**config.mk**
```make
export PLATFORM = sky130hd
export DESIGN_NAME = hit_accum
export DESIGN_NICKNAME = d
export VERILOG_FILES = /design/src/rtl/hit_accum.sv
export SDC_FILE = /design/constraint.sdc
export NUM_CORES = 1
export LEC_CHECK = 0
export BUFFER_PORTS_ARGS = -buffer_cell sky130_fd_sc_hd__buf_2
export CORE_MARGIN = 1.5
export CORE_UTILIZATION = 54
export CTS_CLUSTER_DIAMETER = 60
export DETAILED_ROUTE_END_ITERATION = 7
export PLACE_DENSITY = 0.91
export REMOVE_ABC_BUFFERS = 1
export SKIP_LAST_GASP = 1
export SLEW_MARGIN = 15
export SYNTH_ARGS = -nofsm -noshare
export SYNTH_HDL_FRONTEND = slang
export SYNTH_SLANG_ARGS = --single-unit
```
**constraint.sdc**
```tcl
create_clock -name clk -period 7.9 [get_ports clk]
set_input_delay 1.58 -clock clk [delete_from_list [all_inputs] [get_ports clk]]
set_output_delay 1.58 -clock clk [all_outputs]
set_load 0.01 [all_outputs]
```
**src/rtl/hit_accum.sv**
```systemverilog
// -----------------------------------------------------------------------------
// hit_accum -- closest-hit accumulator for one ray
//
// Collects the results of the ray/triangle intersection tests issued for a ray
// and keeps the closest accepted hit. The running closest t is fed back to the
// intersection unit as its tmax. Once the ray's last test has been issued and
// every outstanding result has returned, the final hit record is presented
// with a valid/ready handshake.
//
// Parameters
//   ID_W   triangle index width
//   CNT_W  outstanding-test counter width
//
// Ports
//   clk, reset_n       clock (rising edge), asynchronous active-low reset
//   start, tmax_init   begin a new ray and latch its initial tmax (IDLE only)
//   issue              one test issued this cycle
//   last               no further issues for this ray (may coincide with issue)
//   done, isected      result strobe and hit flag
//   t, u, v, prim_id   hit parameters and triangle index of the returning result
//   tmax_out           current closest t
//   busy               ray in progress (ACCUM or REPORT)
//   res_valid/ready    final record handshake
//   res_hit, res_t, res_u, res_v, res_id   final record
//
// Configuration macro
//   HIT_ACCUM_STATS_EN  adds n_tests / n_hits saturating statistics outputs
// -----------------------------------------------------------------------------
module hit_accum #(
    parameter int ID_W  = 16,
    parameter int CNT_W = 6
) (
    input  logic            clk,
    input  logic            reset_n,
    input  logic            start,
    input  logic [31:0]     tmax_init,
    input  logic            issue,
    input  logic            last,
    input  logic            done,
    input  logic            isected,
    input  logic [31:0]     t,
    input  logic [31:0]     u,
    input  logic [31:0]     v,
    input  logic [ID_W-1:0] prim_id,
    output logic [31:0]     tmax_out,
    output logic            busy,
    output logic            res_valid,
    input  logic            res_ready,
    output logic            res_hit,
    output logic [31:0]     res_t,
    output logic [31:0]     res_u,
    output logic [31:0]     res_v,
    output logic [ID_W-1:0] res_id
`ifdef HIT_ACCUM_STATS_EN
    ,
    output logic [15:0]     n_tests,
    output logic [15:0]     n_hits
`endif
);

    localparam logic [31:0]      TMAX_RST = 32'h7F7FFFFF;  // largest finite float
    localparam logic [CNT_W-1:0] CNT_MAX  = '1;
    localparam logic [CNT_W-1:0] CNT_ONE  = CNT_W'(1);

    typedef enum logic [1:0] {
        IDLE   = 2'd0,
        ACCUM  = 2'd1,
        REPORT = 2'd2
    } state_t;

    state_t          state_q, state_d;
    logic [CNT_W-1:0] cnt_q, cnt_d;
    logic            last_seen_q, last_seen_d;
    logic [31:0]     tmax_q, tmax_d;
    logic            res_hit_q, res_hit_d;
    logic [31:0]     res_t_q, res_t_d;
    logic [31:0]     res_u_q, res_u_d;
    logic [31:0]     res_v_q, res_v_d;
    logic [ID_W-1:0] res_id_q, res_id_d;
    logic            busy_q, busy_d;
    logic            res_valid_q, res_valid_d;
    logic            hit_ok;

    // t is treated as a non-negative float: for such values the raw bit pattern
    // orders the same as the value, so bits [30:0] compare as unsigned. Negative
    // t and Inf/NaN are dropped. Equal t is rejected so the first hit wins ties.
    assign hit_ok = (state_q == ACCUM) && done && isected &&
                    !t[31] && (t[30:23] != 8'hFF) &&
                    (t[30:0] < tmax_q[30:0]);

    // State register and all datapath/output registers
    always_ff @(posedge clk or negedge reset_n) begin
        if (!reset_n) begin
            state_q     <= IDLE;
            cnt_q       <= '0;
            last_seen_q <= 1'b0;
            tmax_q      <= TMAX_RST;
            res_hit_q   <= 1'b0;
            res_t_q     <= '0;
            res_u_q     <= '0;
            res_v_q     <= '0;
            res_id_q    <= '0;
            busy_q      <= 1'b0;
            res_valid_q <= 1'b0;
        end else begin
            state_q     <= state_d;
            cnt_q       <= cnt_d;
            last_seen_q <= last_seen_d;
            tmax_q      <= tmax_d;
            res_hit_q   <= res_hit_d;
            res_t_q     <= res_t_d;
            res_u_q     <= res_u_d;
            res_v_q     <= res_v_d;
            res_id_q    <= res_id_d;
            busy_q      <= busy_d;
            res_valid_q <= res_valid_d;
        end
    end

    // Datapath: ray setup, outstanding count, closest-hit update
    always_comb begin
        cnt_d       = cnt_q;
        last_seen_d = last_seen_q;
        tmax_d      = tmax_q;
        res_hit_d   = res_hit_q;
        res_t_d     = res_t_q;
        res_u_d     = res_u_q;
        res_v_d     = res_v_q;
        res_id_d    = res_id_q;

        case (state_q)
            IDLE: begin
                if (start) begin
                    // Preload the record with the miss values; a hit overwrites it.
                    cnt_d       = '0;
                    last_seen_d = 1'b0;
                    tmax_d      = tmax_init;
                    res_hit_d   = 1'b0;
                    res_t_d     = tmax_init;
                    res_u_d     = '0;
                    res_v_d     = '0;
                    res_id_d    = '0;
                end
            end
            ACCUM: begin
                if (issue && !done) begin
                    if (cnt_q != CNT_MAX) cnt_d = cnt_q + CNT_ONE;
                end else if (done && !issue) begin
                    if (cnt_q != '0) cnt_d = cnt_q - CNT_ONE;
                end
                if (last) last_seen_d = 1'b1;
                if (hit_ok) begin
                    tmax_d    = t;
                    res_hit_d = 1'b1;
                    res_t_d   = t;
                    res_u_d   = u;
                    res_v_d   = v;
                    res_id_d  = prim_id;
                end
            end
            default: ;
        endcase
    end

    // Next-state logic; the ACCUM exit looks at the post-edge count and flag so
    // a last coinciding with the final done still reports on the next edge.
    always_comb begin
        state_d = state_q;
        case (state_q)
            IDLE:    if (start) state_d = ACCUM;
            ACCUM:   if ((cnt_d == '0) && last_seen_d) state_d = REPORT;
            REPORT:  if (res_ready) state_d = IDLE;
            default: state_d = IDLE;
        endcase
    end

    // Output decode from the next state so busy/res_valid are plain flops
    always_comb begin
        busy_d      = (state_d != IDLE);
        res_valid_d = (state_d == REPORT);
    end

    assign tmax_out  = tmax_q;
    assign busy      = busy_q;
    assign res_valid = res_valid_q;
    assign res_hit   = res_hit_q;
    assign res_t     = res_t_q;
    assign res_u     = res_u_q;
    assign res_v     = res_v_q;
    assign res_id    = res_id_q;

`ifdef HIT_ACCUM_STATS_EN
    logic [15:0] n_tests_q, n_tests_d;
    logic [15:0] n_hits_q, n_hits_d;

    always_ff @(posedge clk or negedge reset_n) begin
        if (!reset_n) begin
            n_tests_q <= '0;
            n_hits_q  <= '0;
        end else begin
            n_tests_q <= n_tests_d;
            n_hits_q  <= n_hits_d;
        end
    end

    // Counters only move in ACCUM, so they hold their final values in REPORT.
    always_comb begin
        n_tests_d = n_tests_q;
        n_hits_d  = n_hits_q;
        if ((state_q == IDLE) && start) begin
            n_tests_d = '0;
            n_hits_d  = '0;
        end else if (state_q == ACCUM) begin
            if (done && (n_tests_q != 16'hFFFF)) n_tests_d = n_tests_q + 16'd1;
            if (hit_ok && (n_hits_q != 16'hFFFF)) n_hits_d = n_hits_q + 16'd1;
        end
    end

    assign n_tests = n_tests_q;
    assign n_hits  = n_hits_q;
`endif

endmodule

```
==> Yosys cells after proc, flatten, opt, wreduce, memory -nomap -nowiden <==
Index checks and enable logic that the tools add are counted.
Widths: inputs -> output; s select.
{ "classes": {"n_eq_ne": 7, "n_addsub": 2, "magnitude_cmp": 1, "mux": 27, "n_reduce_logical": 17} }
{ "ops": {"columns": ["operator", "n"], "rows": [
  ["$pmux 32 s2", 3],
  ["$mux 32", 5],
  ["$mux 16", 2],
  ["$pmux 16 s2", 1],
  ["$lt 31x31->1", 1],
  ["$mux 6", 5],
  ["$pmux 6 s2", 1],
  ["$logic_and 1x1->1", 8],
  ["$ne 8x8->1 const B", 1],
  ["$add 6x1->6 const B", 1],
  ["$logic_not 6->1", 1],
  ["$mux 2", 3],
  ["$ne 6x6->1 const B", 1],
  ["$pmux 2 s3", 1],
  ["$reduce_bool 6->1", 1],
  ["$sub 6x1->6 const B", 1],
  ["$eq 2x2->1 const B", 2],
  ["$mux 1", 4],
  ["$ne 2x2->1 const B", 2],
  ["$pmux 1 s2", 2],
  ["$reduce_bool 2->1", 2],
  ["$logic_not 1->1", 3],
  ["$reduce_and 3->1", 1],
  ["$eq 2x1->1 const B", 1],
  ["$logic_not 2->1", 1]
]} }
{ "word_totals": {"register_bits": 156, "in_bits": 152} }

==> Depth between registers and ports, before layout <==
{ "depth": {"depth_word": 10, "ltp_mapped": 13, "mapped_depth_nobuf": 9} }

==> Worst setup path before layout <==
Ideal clock, no wire load.
{ "synth_timing": {"path_kind": "input-to-reg", "start": "input port t[24]", "end": "register res_u_q[10] (netlist: res_u[10])", "path_stages": 12, "t_required_ns": 7.780, "path_buffers": 4, "arrival_ns": 3.574, "setup_slack_ns": 4.207, "setup_ns": 0.120, "path_cell_list": "ha_1 > a21oi_1 > nor2_1 > a211oi_1 > o21ai_1 > a221o_1 > buf_2 > or2_1 > buf_2 > buf_6 > buf_6 > a31o_1"} }
{ "synth_via": {"elab_chain_len": 5, "word_cells_on_any_way": 6} }
{ "synth_rtl": {"columns": ["element", "line_no", "text"], "rows": [
  ["from (decl)", "41", "input logic [31:0] t,"],
  ["parallel branches: the longest is 2 deep, another holds $lt 31x31->1", null, null],
  ["$logic_and 1x1->1 *", "88", "!t[31] && (t[30:23] != 8'hFF) &&"],
  ["$ne 2x2->1 (no line) *", null, null],
  ["$reduce_and 3->1 (no line) *", null, null],
  ["to (signal assigned)", "112", "res_u_q <= res_u_d;"],
  ["to (decl)", "77", "logic [31:0] res_u_q, res_u_d;"]
]} }
Every way passes the cells marked *.
A chain may end at the register's enable or synchronous reset.

==> Final worst setup path <==
{ "layout_timing": {"start": "input port t[14]", "end": "register res_t_q[1] (netlist: res_t[1])"} }
{ "layout_via": {"elab_chain_len": 4} }
{ "layout_rtl": {"columns": ["element", "line_no", "text"], "rows": [
  ["$lt 31x31->1", "89", "(t[30:0] < tmax_q[30:0]);"],
  ["$logic_and 1x1->1", "88", null],
  ["$ne 2x2->1 (no line)", null, null],
  ["$reduce_and 3->1 (no line)", null, null],
  ["to (signal assigned)", "111", "res_t_q <= res_t_d;"],
  ["to (decl)", "76", "logic [31:0] res_t_q, res_t_d;"]
]} }
No other way between the ends.

==> flow_summary.json <==
{
  "critical_path.n_buffers_inverters": 3,
  "synth-warning-count": 0,
  "placer_s_final_routability_congestion_estimate": 0.861,
  "post_drt_wl_per_cell_um": 18.6,
  "die_h_um": 124,
  "initial_core_util_pct": 55.9,
  "route.detailed.drc": 0,
  "cellLeakagePower_uw": 0.00465,
  "portBuffers": 298,
  "place.detailed.instances": 1133,
  "clk_path_buf_depth": 2,
  "detail_route.iter0.violations": 414,
  "clock_latency_ns": 0.42,
  "syn_area_um2": 7850,
  "route.vias.total": 6747,
  "floorplan.rows": 43,
  "cts-buffers-inserted": 17,
  "global_route_wire_length_before_repair_um": 33300,
  "power_uw": 3580,
  "path_cells": "buf_2 > ha_1 > and4_1 > a221oi_1 > a2111oi_4 > buf_4 > or2_4 > buf_4 > a22oi_1",
  "finish.cell_count_without_fillers": 1165,
  "hold_start": "res_v[30]$_DFFE_PN0P_",
  "grt_start_max_net_pins": 83,
  "crit_path_start_kind": "input port",
  "worst_setup_hold_path_clk_slew_ns": 0.06,
  "syn_avg_cell_area_um2": 11.1,
  "holdBufCountCts": 0,
  "cts_tree": "yes",
  "synthDominantAreaCellType": "dfrtp_1",
  "worst_path_dominant_cell_family": "buffers and inverters",
  "final.period_utilization_pct": 63.1,
  "worst_r2r_startpoint": "tmax_out[14]$_DFFE_PN1P_",
  "synthArstFlopShare_pct": 100,
  "final_layout_size_suffix_gt1_share_pct": 38.4,
  "die_w_um": 124,
  "nFillCells": 1022,
  "synthDominantCellAreaShare_pct": 39.6,
  "flow.area_growth_from_synthesis_pct": 26.6,
  "max-slew-margin-rel_pct": 34.0,
  "drt.antenna.violating_nets": 0,
  "crit_required_ns": 8.14,
  "timing.final.setup_violations": 0,
  "fp.coreArea_um2": 14000,
  "maxCapViolations": 0,
  "netlist_top_cells_count": "dfrtp_1 (124), a31o_1 (81), nor3b_1 (81)",
  "cell_count_after_synthesis": 705,
  "cts_sinks": 154,
  "synth_top_flop_cell": "dfrtp_1",
  "status": "finished clean",
  "peak_supply_drop_mv": 0.218,
  "insertedDiodeCount": 0,
  "top_count_cell_post_synth": "dfrtp_1",
  "critPathCaptureType": "flop",
  "synth-edff-count": 0,
  "timing_worst_slew_pin_value_ns": 0.986,
  "crit_fanout": 82,
  "ios": 299,
  "via_count_of_the_first_global_routing_pass": 6726,
  "crit_path_start": "t[14]",
  "ys_top_cells_by_area": "dfrtp_1 (40%), dfstp_2 (10%), a31o_1 (9.0%)",
  "power_density_nw_per_um2": 360,
  "antenna_violations_before_repair": 0,
  "finalWorstPathRequiredPeriod_ns": 4.98,
  "wirelength_um": 21700,
  "dpl.hpwl_um": 15200,
  "placed_cell_area_um2": 9370,
  "cts.repair.resized": 0,
  "cp_slowest_stage_delay_ns": 0.81,
  "fp.dieArea_um2": 15300,
  "timing.final.max_slew_violations": 0,
  "dr.pass1.iters": 5,
  "final_hold_viol_count": 0,
  "htree_levels": 4,
  "synth_register_bits": 154,
  "grt.overflow.total": 0,
  "fin_setup_tns_ns": 0,
  "timing.clock.skew_ns": 0.00807,
  "finalNetCount": 1157,
  "hp-class": "reg2reg",
  "cts_setup_buffers": 0,
  "achievable-frequency_mhz": 201,
  "unrepaired_setup_endpoints_after_global_routing": "false",
  "viasPerCell": 5.79,
  "ys_seq_area_share_pct": 49.6,
  "synth.lib_cells_used.distinct": 54,
  "finish.instance_area_um2": 9930,
  "hold-worst-slack_ns": 0.492,
  "master_cell_of_the_clock_root_buffer": "clkbuf_16",
  "grtUsageTotal_pct": 28.4,
  "worst_path_most_repeated_cell": "buf_4",
  "path_class": "in2reg",
  "arrival_time_at_the_worst_endpoint_ns": 5.22,
  "critical_path.slowest_cell": "or2_4"
}
==> final timing paths <==
kind | to | depth (start not counted) | slack, ns
max in group asynchronous | tmax_out[31]$_DFFE_PN0P_ | 2 | 5.24
worst min-delay path | res_v[30]$_DFFE_PN0P_ | 1 | 0.49
worst max register to register | res_t[1]$_DFFE_PN0P_ | 9 | 3.61
worst min register to register | res_v[30]$_DFFE_PN0P_ | 1 | 0.49
worst max-delay path | res_t[1]$_DFFE_PN0P_ | 9 | 2.92
min in group asynchronous | res_t[9]$_DFFE_PN0P_ | 1 | 1.17
==> cells by family (layout without fill, tap and decap cells) <==
group	after synthesis	in the layout	share of synthesized area, %
buf+inv	98	378	5.53
fa+ha+maj	33	33	5.26
mux	61	61	7.78
compound gates	173	173	17.8
simple gates	186	186	14.0
flops	154	154	49.6
==> through the flow <==
stage	setup slack (ns)	util, %
global placement	2.61	66.7
detailed placement	2.55	66.7
floorplan	1.07	-
finish	2.92	70.7
CTS	2.98	70.7
global route	2.75	70.7
==> layout by cell type (no fill, tap or decap), types with 7 or more instances in the layout <==
cell / instances
buf_4: 8
a22oi_1: 31
o21ai_1: 7
dfrtp_1: 124
dfstp_2: 30
inv_1: 38
a21oi_1: 15
a31o_1: 81
mux2i_1: 61
nor2_1: 45
clkbuf_16: 17
nor3b_1: 81
nand2_1: 22
ha_1: 33
buf_2: 297
==> per-layer routing <==
layer	up-vias	global-route usage, %	share of wire [%]
met5	-	0	0
met4	0	12.1	2.8
met3	51	8.67	8.7
met2	305	48.9	50
met1	3267	32.8	39
li1	3124	-	-
==> sequential cells by signal (all words and copies together) (netlist names), 2 cells and up <==
name      cells
res_v        32
tmax_out     32
res_u        32
res_id       16
state_q       2
cnt_q         6
res_t        30
==> final cells by class <==
type / instances / area (um^2) / area share, %
multi-input cells: 453 / 3550 / 35.7
inverters: 40 / 150 / 1.51
clock inverters: 10 / 93.8 / 0.945
repair buffers: 306 / 1560 / 15.7
flip-flops and latches: 154 / 3890 / 39.2
clock buffers: 22 / 464 / 4.67
well taps: 180 / 225 / 2.27
==> power breakdown <==
| group | switching, uW | total, uW | internal (uW) | leakage (uW) |
|---|---|---|---|---|
| combinational | 745 | 1380 | 631 | 0.00260 |
| clock | 319 | 769 | 450 | 0.000266 |
| sequential | 224 | 1430 | 1210 | 0.00178 |
| total | 1290 | 3580 | 2290 | 0.00465 |
No activity file was read; power rests on OpenSTA's default activity.
